[src/rtl/atd_pkg.sv]
// Shared definitions for the ATD block unpacker.
//   atd_state_t   : unpacker FSM states
//   ATD_BLOCK_W   : default captured block width
//   ATD_WORD_W    : default output word width
//   ATD_CNT_W     : default completed-block counter width
package atd_pkg;

   typedef enum logic [1:0] {
      IDLE = 2'd0,
      LOAD = 2'd1,
      SEND = 2'd2
   } atd_state_t;

   localparam int ATD_BLOCK_W = 128;
   localparam int ATD_WORD_W  = 32;
   localparam int ATD_CNT_W   = 8;

endpackage

[src/rtl/atd_block_unpacker.sv]
// Captures one BLOCK_W block from the ATD receive stage (data_ready /
// data_taken handshake) and streams it downstream as WORD_W words, most
// significant word first, over a valid/ready handshake. Counts fully
// transferred blocks.
//
// Ports
//   clk           system clock, rising edge
//   n_rst         asynchronous active-low reset
//   data_ready    upstream block available (held until data_taken)
//   ATD_parallel  upstream block, stable while data_ready=1
//   data_taken    one-cycle capture acknowledge (state LOAD)
//   word_out      current output word
//   word_valid    word_out holds a valid word
//   word_ready    downstream accepts word_out this cycle
//   word_idx      index of current word, 0 = most significant
//   last_word     word_valid at the final index
//   busy          FSM not in IDLE
//   block_count   completed blocks, wraps silently
//
// state | meaning
// ------+--------------------------------------------------------------
// IDLE  | waiting for data_ready; capture block into buffer on it
// LOAD  | data_taken pulse; upstream drops data_ready after this cycle
// SEND  | presenting buffer words; advance word_idx on each handshake
module atd_block_unpacker
   import atd_pkg::*;
#(
   parameter  int BLOCK_W = ATD_BLOCK_W,
   parameter  int WORD_W  = ATD_WORD_W,
   parameter  int CNT_W   = ATD_CNT_W,
   localparam int N_WORDS = BLOCK_W / WORD_W,
   localparam int IDX_W   = (N_WORDS > 1) ? $clog2(N_WORDS) : 1
) (
   input  logic               clk,
   input  logic               n_rst,
   input  logic               data_ready,
   input  logic [BLOCK_W-1:0] ATD_parallel,
   output logic               data_taken,
   output logic [WORD_W-1:0]  word_out,
   output logic               word_valid,
   input  logic               word_ready,
   output logic [IDX_W-1:0]   word_idx,
   output logic               last_word,
   output logic               busy,
   output logic [CNT_W-1:0]   block_count
);

   localparam logic [IDX_W-1:0] IDX_LAST = IDX_W'(N_WORDS - 1);

   atd_state_t         state;
   logic [BLOCK_W-1:0] buffer;

   // data_taken and word_valid are registered alongside the state so they
   // are glitch-free and exactly track LOAD and SEND respectively.
   always_ff @(posedge clk or negedge n_rst) begin
      if (!n_rst) begin
         state       <= IDLE;
         buffer      <= '0;
         word_idx    <= '0;
         block_count <= '0;
         data_taken  <= 1'b0;
         word_valid  <= 1'b0;
      end else begin
         case (state)
            IDLE: begin
               if (data_ready) begin
                  buffer     <= ATD_parallel;
                  word_idx   <= '0;
                  data_taken <= 1'b1;
                  state      <= LOAD;
               end
            end

            LOAD: begin
               data_taken <= 1'b0;
               word_valid <= 1'b1;
               state      <= SEND;
            end

            SEND: begin
               if (word_ready) begin
                  if (word_idx == IDX_LAST) begin
                     block_count <= block_count + CNT_W'(1);
                     word_valid  <= 1'b0;
                     state       <= IDLE;
                  end else begin
                     word_idx <= word_idx + IDX_W'(1);
                  end
               end
            end

            default: begin
               data_taken <= 1'b0;
               word_valid <= 1'b0;
               state      <= IDLE;
            end
         endcase
      end
   end

   // Word 0 is the top slice of the buffer; the buffer is zero under reset,
   // so word_out is zero there too.
   assign word_out  = buffer[BLOCK_W - 1 - WORD_W * int'(word_idx) -: WORD_W];
   assign last_word = word_valid && (word_idx == IDX_LAST);
   assign busy      = (state != IDLE);

endmodule

[config.mk]
export PLATFORM = sky130hd
export DESIGN_NAME = atd_block_unpacker
export DESIGN_NICKNAME = d
export VERILOG_FILES = /design/src/rtl/atd_pkg.sv /design/src/rtl/atd_block_unpacker.sv
export SDC_FILE = /design/constraint.sdc
export NUM_CORES = 1
export LEC_CHECK = 0
export BUFFER_PORTS_ARGS = -buffer_cell sky130_fd_sc_hd__buf_2
export CAP_MARGIN = 20
export CORE_MARGIN = 2
export CORE_UTILIZATION = 53
export CTS_CLUSTER_DIAMETER = 30
export DETAILED_ROUTE_END_ITERATION = 8
export MAX_ROUTING_LAYER = met4
export PLACE_DENSITY = 0.84
export SYNTH_ARGS = -nofsm -noshare
export SYNTH_HDL_FRONTEND = slang
export SYNTH_SLANG_ARGS = --single-unit
[constraint.sdc]
create_clock -name clk -period 2.4 [get_ports clk]
set_clock_uncertainty 0.05 [all_clocks]
set_input_delay 0.6 -clock clk [delete_from_list [all_inputs] [get_ports clk]]
set_output_delay 0.6 -clock clk [all_outputs]
set_load 0.02 [all_outputs]
# == Yosys cells after proc, flatten, opt, wreduce, memory -nomap -nowiden ==
# Cells that the tools add are included.
# word_totals
regBits,142
word_cells,42
inputBits,132
output_inout_bits,46
# classes
shifts,1
n_eq_ne,7
n_reduce_logical,10
n_bitwise,2
addsub,3
mux,13
# ops
cell,n
$shiftx A159 B8 Y32,1
$mux W2,6
$reduce_and A3 Y1,3
$add A8 B1 Y8 const B,1
$ne A2 B2 Y1 const B,4
$sub A7 B7 Y8 const A,1
$pmux W2 S3,1
$eq A2 B2 Y1 const B,2
$pmux W2 S2,1
$reduce_and A2 Y1,2
$reduce_and A4 Y1,1
$reduce_bool A2 Y1,2
$mux W1,3
$pmux W1 S3,1
$add A2 B1 Y2 const B,1
$eq A2 B1 Y1 const B,1
$logic_not A2 Y1,1
$not A1 Y1,2
$pmux W1 S2,1
$logic_and A1 B1 Y1,1

# == Depth between registers and ports, before layout ==
# depth
depth_word,4
depth_mapped,6
ltp_nobuf,4

# == Worst setup path before layout ==
# No wires, ideal clock.
# synth_timing
kind,flip-flop to output port
start,register word_idx[0]
end,output word_out[10]
t_required_ns,1.750
path_slack_ns,0.121
stages_incl_launch_ff,4
arrival_ns,1.629
path_buffers,2
cell_sequence,dfrtp_1 buf_2 buf_2 mux4_2
# synth_via
elab_chain_cells,2
# synth_lines
item,line_no,source
"start, declared",atd_block_unpacker.sv:42,"output logic [IDX_W-1:0] word_idx,"
"start signal, assigned",atd_block_unpacker.sv:87,word_idx <= word_idx + IDX_W'(1);
$sub A7 B7 Y8,atd_block_unpacker.sv:103,assign word_out = buffer[BLOCK_W - 1 - WORD_W * int'(word_idx) -: WORD_W];
$shiftx A159 B8 Y32,atd_block_unpacker.sv:103,
"end, declared",atd_block_unpacker.sv:39,"output logic [WORD_W-1:0] word_out,"
# No other way between the ends.

# == Worst setup path in the final report ==
# layout_timing
start,register word_idx[0]
end,output word_out[21]
# The elaborated chain is that of the path after synthesis.

==> impl_metrics.json <==
{
  "nets": 689,
  "synth_cells": 369,
  "post_drt_via_cell_ratio": 5.20,
  "clockBufferDepth": 2,
  "area_of_the_placeable_core_um2": 12100,
  "drt-total-wl_um": 14000,
  "worstPathMaxFanout": 20,
  "report.final.setup_viol": 17,
  "internal_power_mw": 8.44,
  "place.port_buffers": 177,
  "post-cts-setup-buffers": 0,
  "stdcell_area_um2": 8380,
  "route.detailed.drc": 0,
  "syn_nets": 503,
  "critical_r2r_launch": "state[1]$_DFFE_PN0P_",
  "clock_transition_at_path_regs_ns": 0.06,
  "pwr-share-comb_pct": 40.7,
  "distinct_cell_type_count_of_the_synthesized_netlist": 32,
  "critical_path_required_ns": 1.75,
  "seq_power_share_pct": 35.2,
  "synth.cell_area_um2": 6660,
  "muxShareOfSynthArea_pct": 38.4,
  "synth.yosys.warnings": 0,
  "pwr_density_cell_nw_per_um2": 1460,
  "groute.layer.met2.usage_pct": 34.1,
  "worst-r2r-cell-count": 4,
  "fp.dieArea_um2": 13500,
  "grt_remaining_overflow": 0,
  "maximum_number_of_pins_on_one_net_before_global_route_repair": 45,
  "critical_path.slowest_cell": "sky130_fd_sc_hd__mux4_2",
  "max_slew.worst_pin.slew_ns": 0.442,
  "postCtsResizedCells": 5,
  "die_width_um": 116,
  "ir_drop_v": 0.000831,
  "post_synth_main_area_contributors": "sky130_fd_sc_hd__dfrtp_1 53%, sky130_fd_sc_hd__mux2_4 23%, sky130_fd_sc_hd__mux4_2 11%, sky130_fd_sc_hd__mux2_2 4.7%, sky130_fd_sc_hd__buf_12 3.3%",
  "max_cap_violations": 0,
  "yosys.area_share.simple_pct": 1.86,
  "hp-class": "input port to async pin",
  "drtAntennaViolNets": 0,
  "dp.cells": 704,
  "critPathLaunchType": "flop",
  "layout-area-overhead-vs-synth_pct": 25.9,
  "clk_latency_ns": 0.44,
  "global_route.usage.total_pct": 22.8,
  "ys_seq_elements": 142,
  "path_buf_inv": 2,
  "clkSinkCount": 142,
  "hpwl_detailed_um": 9490,
  "top_family_by_delay_on_critical_path": "multiplexers",
  "final-instance-count-excl-fill": 737,
  "grt_pass1_vias": 4182,
  "syn_area_per_cell_um2": 18.0,
  "tritoncts.num_buffers": 17,
  "achievable-frequency_mhz": 413,
  "vias": 3836,
  "outcome": "complete, but fails checks",
  "power.share.switching_pct": 31.1,
  "layout_min_cycle_time_ns": 2.42,
  "timing.setup.tns_ns": -0.157,
  "drt-pass1-iter-count": 4,
  "r2r-end": "buffer[115]$_DFFE_PN0P_",
  "library_cell_occupying_the_most_area_in_the_post_synthesis_netlist": "sky130_fd_sc_hd__dfrtp_1",
  "setup.reg_to_reg.worst_slack_ns": 0.45,
  "synth-seq-area-share_pct": 53.4,
  "share_of_the_synthesized_area_in_compound_gates_ao_oa_aoi_oai_pct": 0.658,
  "synth_top_family_by_area": "multiplexers",
  "static-leakage-power_nw": 3.98,
  "grt_antenna_before_repair": 1,
  "finalMaxSlewViolations": 0,
  "worst-setup-path-type": "flop to output port",
  "postCtsHoldBufs": 0,
  "start_util_pct": 54.9,
  "synth_top_cell_area_share_pct": 53.4,
  "hold_ws_ns": 0.0485,
  "slowest_delay_ns": 0.53,
  "timing.critical_path.arrival_ns": 1.77,
  "cts_max_level": 4,
  "io_pins": 178,
  "timing.critical_path.depth": 3,
  "synth-adder-area-share_pct": 0.376,
  "total_switching_power_mw": 3.80,
  "yosys.area_share.xor_xnor_pct": 0.921,
  "cts_tree": "yes",
  "report.final.hold_viol_count": 0,
  "post_dp_cell_area_um2": 7680,
  "grt_most_used_layer": "met2",
  "gpl.final_weighted_congestion": 0.820,
  "worst_slew_margin_rel_pct": 70.5,
  "drtIter0Drc": 240,
  "fillCellCount": 829,
  "placementRows": 40,
  "setup.worst_path.end_class": "output port",
  "setup_slack_ns": -0.0192,
  "layout-drive-gt1-share_pct": 68.0,
  "gr-usage-met1_pct": 28.8,
  "grt_setup_unrepaired": "true",
  "wire_per_inst_um": 19.0,
  "die_y_um": 116,
  "power.clock.fraction_pct": 24.1,
  "grt_pass1_wl_um": 21900,
  "min_period_over_period_pct": 101,
  "ctsRootBufferMaster": "sky130_fd_sc_hd__clkbuf_16",
  "globalRouteMet3Util_pct": 7.95,
  "crit_chain": "buf_12 -> mux4_2 -> buf_2",
  "failed_checks": "negative setup slack"
}
-- sequential cells by signal, summed over array words and instances (netlist names) --
register     cells
block_count      8
buffer         128
data_taken       1
state            2
word_idx         2
word_valid       1
-- metal layers --
| layer | up-vias | part of all wire [%] |
|---|---|---|
| met1 | 1943 | 44 |
| met3 | 21 | 6.8 |
| li1 | 1733 | - |
| met4 | 0 | 1.6 |
| met5 | - | 0 |
| met2 | 139 | 48 |
-- per-stage QoR --
step	setup slack (ns)	total power, mW	utilization, %
5_1_grt	-0.0795	12.8	69.2
2_1_floorplan	0.121	8.06	-
6_report	-0.0192	12.2	69.2
3_5_place_dp	0.327	9.19	63.4
4_1_cts	-0.0495	12.3	69.0
3_3_place_gp	0.358	9.01	63.4
-- cell usage in the layout, fill, tap and decap left out, types with 5 or more instances in the layout --
cell,count
sky130_fd_sc_hd__buf_6,5
sky130_fd_sc_hd__mux2_4,100
sky130_fd_sc_hd__buf_12,8
sky130_fd_sc_hd__dfrtp_1,140
sky130_fd_sc_hd__bufinv_16,5
sky130_fd_sc_hd__clkbuf_16,17
sky130_fd_sc_hd__nand2_1,11
sky130_fd_sc_hd__mux2_2,28
sky130_fd_sc_hd__buf_2,172
sky130_fd_sc_hd__mux4_2,32
-- layout make-up --
cell class / count / area (µm²) / share of cell area, %
sequential: 142 / 3560 / 42.5
multi-input combinational: 202 / 2820 / 33.6
timing repair buffer: 190 / 1120 / 13.4
clock buffer: 19 / 453 / 5.40
clock inverter: 13 / 211 / 2.52
tap: 168 / 210 / 2.51
inverter: 2 / 7.51 / 0.0896
antenna: 1 / 2.50 / 0.0299
-- kinds of logic after synthesis --
logic type	after synthesis
AO/OA/AOI/OAI	7
XOR/XNOR	7
adder cells (fa/ha/maj)	2
buffers and inverters	25
flip-flops	142
multiplexers	162
AND/OR/NAND/NOR	24
-- synth_stat cells --
master and number:
sky130_fd_sc_hd__mux2_2 28, sky130_fd_sc_hd__buf_1 1, sky130_fd_sc_hd__nand2_1 11, sky130_fd_sc_hd__mux2i_1 2
sky130_fd_sc_hd__clkbuf_1 2, sky130_fd_sc_hd__buf_12 11, sky130_fd_sc_hd__nor3_1 2, sky130_fd_sc_hd__xnor2_1 4
sky130_fd_sc_hd__o22a_1 1, sky130_fd_sc_hd__inv_1 1, sky130_fd_sc_hd__and2b_1 1, sky130_fd_sc_hd__o21bai_1 1
sky130_fd_sc_hd__and2_1 1, sky130_fd_sc_hd__dfrtp_1 142, sky130_fd_sc_hd__a21o_1 1, sky130_fd_sc_hd__inv_2 1
sky130_fd_sc_hd__and4b_1 1, sky130_fd_sc_hd__mux2_4 100, sky130_fd_sc_hd__ha_1 2, sky130_fd_sc_hd__xor2_1 3
sky130_fd_sc_hd__nand4b_1 1, sky130_fd_sc_hd__o21ai_0 3, sky130_fd_sc_hd__nand4_1 2, sky130_fd_sc_hd__nand3_1 1
sky130_fd_sc_hd__nor2_1 1, sky130_fd_sc_hd__buf_6 1, sky130_fd_sc_hd__nor2b_1 1, sky130_fd_sc_hd__a21oi_1 1
sky130_fd_sc_hd__and3_1 1, sky130_fd_sc_hd__mux4_2 32, sky130_fd_sc_hd__buf_2 8, sky130_fd_sc_hd__nor4_1 1
-- power groups by stage --
stage	logic [mW]	registers [mW]	clock network [mW]
floorplan	3.99	4.07	0
global placement	4.76	4.25	0
detailed placement	4.90	4.29	0
CTS	4.98	4.32	2.99
global route	5.28	4.45	3.11
finish	4.98	4.31	2.95
-- worst register-to-register path, cell delays in order, from the launching register on --
cell,delay (ns)
sky130_fd_sc_hd__dfrtp_1,0.43
sky130_fd_sc_hd__inv_1,0.16
sky130_fd_sc_hd__and3_4,0.46
sky130_fd_sc_hd__buf_12,0.31
sky130_fd_sc_hd__mux2_2,0.42
-- how the worst max path moves through the flow --
stage	from	end	slack (ns)
3_3_place_gp	word_idx[1]$_DFFE_PN0P_	word_out[17]	0.36
6_report	word_idx[0]$_DFFE_PN0P_	word_out[21]	-0.02
5_1_grt	word_idx[0]$_DFFE_PN0P_	word_out[6]	-0.08
3_5_place_dp	word_idx[0]$_DFFE_PN0P_	word_out[6]	0.33
4_1_cts	word_idx[0]$_DFFE_PN0P_	word_out[13]	-0.05
2_1_floorplan	word_idx[0]$_DFFE_PN0P_	word_out[10]	0.12
Power figures use the tool's default switching activity.
